## config.mk

```make
export PLATFORM = sky130hd
export DESIGN_NAME = dispatch1to4
export DESIGN_NICKNAME = d
export VERILOG_FILES = /design/src/rtl/dispatch1to4.sv
export SDC_FILE = /design/constraint.sdc
export NUM_CORES = 1
export LEC_CHECK = 0
export BUFFER_PORTS_ARGS = -buffer_cell sky130_fd_sc_hd__buf_2
export CAP_MARGIN = 10
export CELL_PAD_IN_SITES_DETAIL_PLACEMENT = 2
export CELL_PAD_IN_SITES_GLOBAL_PLACEMENT = 2
export CORE_ASPECT_RATIO = 1.2
export CORE_MARGIN = 3
export CORE_UTILIZATION = 28
export CTS_CLUSTER_SIZE = 28
export DETAILED_ROUTE_END_ITERATION = 8
export GPL_ROUTABILITY_DRIVEN = 0
export PLACE_DENSITY = 0.67
export SYNTH_ARGS = -nofsm -noshare
export SYNTH_HDL_FRONTEND = slang
export SYNTH_SLANG_ARGS = --single-unit
```

## constraint.sdc

```tcl
create_clock -name clk -period 2.95 [get_ports clk]
set_input_delay 0.295 -clock clk [delete_from_list [all_inputs] [get_ports clk]]
set_output_delay 0.295 -clock clk [all_outputs]
set_load 0.02 [all_outputs]
```

## src/rtl/dispatch1to4.sv

```systemverilog
`default_nettype none
// ============================================================================
// Module      : dispatch1to4
// Description : Registered 1-to-4 dispatcher, addressed or round-robin routing,
//               exporting the live target as a select for a downstream demux.
// Revision    : 1.0
// ============================================================================
module dispatch1to4 #(
    parameter int DATA_W = 8
) (
    input  logic                  clk,
    input  logic                  rst_n,
    input  logic                  in_valid,
    output logic                  in_ready,
    input  logic [DATA_W-1:0]     in_data,
    input  logic [1:0]            in_dest,
    input  logic                  mode,
    output logic [3:0]            out_valid,
    input  logic [3:0]            out_ready,
    output logic [4*DATA_W-1:0]   out_data,
    output logic [1:0]            sel,
    output logic                  busy,
    output logic [15:0]           xfer_cnt
);

    localparam int c_NUM_CH = 4;

    logic [1:0]        r_rr_ptr;
    logic [3:0]        r_valid;
    logic [DATA_W-1:0] r_data [c_NUM_CH];
    logic [15:0]       r_xfer_cnt;

    logic [1:0]        w_tgt;
    logic              w_accept;

    assign w_tgt    = mode ? r_rr_ptr : in_dest;
    assign in_ready = ~r_valid[w_tgt] | out_ready[w_tgt];
    assign w_accept = in_valid & in_ready;

    assign sel       = w_tgt;
    assign out_valid = r_valid;
    assign busy      = |r_valid;
    assign xfer_cnt  = r_xfer_cnt;

    // A load on a channel wins over its pop, so a same-cycle pop+accept never bubbles.
    always_ff @(posedge clk or negedge rst_n) begin
        if (!rst_n) begin
            r_valid <= 4'b0000;
            for (int i = 0; i < c_NUM_CH; i++) begin
                r_data[i] <= '0;
            end
        end else begin
            for (int i = 0; i < c_NUM_CH; i++) begin
                if (w_accept && (w_tgt == 2'(i))) begin
                    r_valid[i] <= 1'b1;
                    r_data[i]  <= in_data;
                end else if (out_ready[i]) begin
                    r_valid[i] <= 1'b0;
                end
            end
        end
    end

    always_ff @(posedge clk or negedge rst_n) begin
        if (!rst_n) begin
            r_rr_ptr   <= 2'd0;
            r_xfer_cnt <= 16'd0;
        end else if (w_accept) begin
            r_xfer_cnt <= r_xfer_cnt + 16'd1;
            if (mode) begin
                r_rr_ptr <= r_rr_ptr + 2'd1;
            end
        end
    end

    generate
        for (genvar gi = 0; gi < c_NUM_CH; gi++) begin : g_out_pack
            assign out_data[gi*DATA_W +: DATA_W] = r_data[gi];
        end
    endgenerate

endmodule
`default_nettype wire

```

==> impl_metrics.py <==
metrics = {
    "clock_network": {
        "postCtsSetupRepairBufs": 0,
        "root_buffer": "clkbuf_8",
        "clk_latency_ns": 0.31,
        "cts_hold_buffers": 0,
        "cts_buffers": 5,
        "cts_num_sinks": 54,
        "ctsResizeCount": 0,
        "ctsLongestPathBuffers": 2,
        "htreeDepth": 2,
        "cts_tree": "built",
        "cts.clk_slew.worst_paths_ns": 0.10,
    },
    "synthesis": {
        "synthTopCellsByArea": "dfrtp_1, mux2_2, xor2_1",
        "seq_area_frac_synth_pct": 59.28,
        "synthCells": 165,
        "synth_compound_area_share_pct": 0,
        "synth_area_leader_cell": "dfrtp_1",
        "synth-simple-area-share_pct": 13.89,
        "synth_fa_ha_area_share_pct": 0.5488,
        "ys_ff_latch": 54,
        "synth_top_family_by_area": "multiplexers",
        "post-synth-top-area-fraction_pct": 59.28,
        "synth_mux_area_share_pct": 18.44,
        "synth.avg_cell_area_sq_um": 13.82,
        "yosys.area_share.xor_xnor_pct": 6.531,
        "syn-cell-area_sq_mm": 0.002280,
        "ys_types": 25,
        "synth_nets": 184,
        "yosys_warnings": 0,
    },
    "worst_setup_path": {
        "cp_slowest_cell": "mux4_2",
        "path_max_fanout": 13,
        "critical_path_class": "register to output port",
        "slowest_delay_ns": 0.61,
        "arrival_ns": 1.97,
        "rr_worst_depth": 5,
        "r2r_slack_ns": 0.95,
        "endpoint_kind": "output port",
        "critical_path.cell_chain": "mux2_4 > mux4_2 > inv_2 > buf_2",
        "critPathLaunchType": "register",
        "cp.required_ns": 2.65,
    },
    "layout": {
        "drive_above_1_share_pct": 51.43,
        "antenna_cells": 0,
        "finalNetCount": 263,
        "areaGrowthSynthToFinish_pct": 25.25,
        "multi_input_area_sq_um": 898.4,
        "fillers": 835,
        "seqCellArea_sq_mm": 0.001351,
    },
    "grt": {
        "grt-ovfl-total": 0,
        "grt_pass1_vias": 1767,
        "antenna_found_initial": 0,
        "grt_use_total_pct": 13.02,
        "grt_first_pass_wirelength_mm": 9.349,
        "grt_max_degree": 55,
    },
    "timing": {
        "rsz0062_at_grt": "false",
        "max_clock_freq_mhz": 441.7,
        "fin_crit_ns": 2.264,
        "skew_ns": 0.01181,
        "worst_pin_slew_ns": 0.6865,
        "hold_viol": 0,
        "setup_viol": 0,
        "tns_ns": 0,
        "hold_ws_ns": 0.1143,
        "max_slew_margin_pct": 54.23,
        "setup_slack_ns": 0.6862,
        "fin_crit_sh_pct": 76.74,
        "slew_viol_final": 0,
    },
    "floorplan": {
        "start_util_pct": 29.25,
        "fp.dieH_microns": 104.8,
        "die_w_microns": 88.37,
        "rows": 35,
        "io_pins": 74,
        "dieArea_sq_mm": 0.009265,
        "core_sq_mm": 0.007795,
    },
    "power": {
        "peakVddDrop_uv": 367.8,
        "internal-power_mw": 1.737,
        "power_frac_comb_pct": 42.0,
        "power_density_mw_per_mm2": 1026,
        "p_clk_share_pct": 15.6,
        "swShare_pct": 40.68,
        "p_sw_mw": 1.191,
        "seqPwrFrac_pct": 42.4,
        "p_leak_nw": 1.423,
    },
    "place": {
        "numPortBuffers": 73,
        "hpwl_mm": 4.232,
        "dp_slack_ns": 0.8358,
    },
    "routing": {
        "postRouteWirelength_mm": 5.651,
        "wire_per_inst_microns": 16.77,
        "vias": 1603,
        "antenna_left": 0,
        "dr.pass1.iters": 3,
        "drcViolationCount": 0,
        "via_per_inst": 4.757,
        "drt-initial-drc-count": 42,
    },
    "run": {
        "cap_violations": 0,
    },
    "worst_hold_path": {
        "hold_class": "primary input to asynchronous set/reset pin",
    },
    "status": {
        "status": "finished, final reports clean",
    },
}
-- through the flow --
stage,std cells,utilization (%),cell area [sq um],power [mW]
finish,337,36.63,2855,2.928
global route,337,36.63,2855,3.154
CTS,337,36.63,2855,3.004
detailed placement,329,35.31,2753,2.523
global placement,329,35.31,2753,2.484
floorplan,165,-,2280,2.036
-- final timing paths --
kind	startpoint	to
worst min register to register	xfer_cnt[15]	xfer_cnt[15]
min in group clk	out_ready[1]	out_valid[1]
worst min-delay path	rst_n	xfer_cnt[14]
max in group asynchronous	rst_n	out_data[17]
worst max register to register	r_rr_ptr[1]	xfer_cnt[1]
worst max-delay path	r_rr_ptr[1]	in_ready
-- cells in the final DEF, fill, tap and decap left out, drive strengths merged --
cell type,count
buf,74
clkbuf,6
nor2b,4
nor2,6
mux4,1
nand2,9
nand2b,4
xor2,12
and3,2
nor3,7
and4,3
nor4,1
dfrtp,54
inv,6
nand3,6
nor3b,1
nand4,6
and2,1
xnor2,5
mux2,35
or4,1
ha,1
-- Yosys cell counts --
library cell	n
mux2_4	1
xor2_1	12
inv_1	3
xnor2_1	5
nand2b_1	4
nor3b_1	1
ha_1	1
and2_1	1
nand3_1	6
inv_2	1
mux4_2	1
or4_1	1
mux2_1	1
nor4_2	1
clkbuf_1	1
mux2_2	33
and4_1	3
and3_1	2
nor2_1	6
dfrtp_1	54
nand4_1	6
nor2b_1	4
nor3_2	7
buf_6	1
nand2_1	9
-- state kept, by name, summed over array words and instances, names as in the netlist --
register   flops
out_valid      4
xfer_cnt      16
out_data      32
r_rr_ptr       2
-- power by group through the flow --
stage	sequential (mW)	clock, mW	combinational, mW
2_1_floorplan	1.59	0	0.442
3_3_place_gp	1.25	0	1.23
3_5_place_dp	1.27	0	1.26
4_1_cts	1.25	0.489	1.26
5_1_grt	1.30	0.511	1.34
6_report	1.24	0.456	1.23
-- worst max-delay path: cells and delay by family (launching register included) --
kind	cells	cell delay, ns
multiplexers	2	0.91
flip-flops	1	0.40
buffers and inverters	2	0.35
-- cell type report --
cell class | instances | area share [%]
flip-flops and latches | 54 | 47.33
multi-input cells | 105 | 31.46
repair buffers | 74 | 13.06
well taps | 92 | 4.032
clock buffers | 6 | 2.892
clock inverters | 2 | 0.7011
inverters | 4 | 0.5259
-- logic make-up after synthesis --
logic type               after synthesis
adder cells (fa/ha/maj)                1
flip-flops                            54
AND/OR/NAND/NOR                       51
buffers and inverters                  6
multiplexers                          36
XOR/XNOR                              17
-- per-layer routing --
| layer | wire, microns | global-route usage, % | share of wire, % | up-vias |
|---|---|---|---|---|
| met5 | 0 | 0 | 0 | - |
| met4 | 55 | 3.240 | 0.97 | 0 |
| met3 | 497 | 4.890 | 8.8 | 6 |
| met2 | 2846 | 21.93 | 50 | 54 |
| met1 | 2251 | 15.45 | 40 | 814 |
| li1 | - | - | - | 729 |
(Power assumes the default switching activity.)
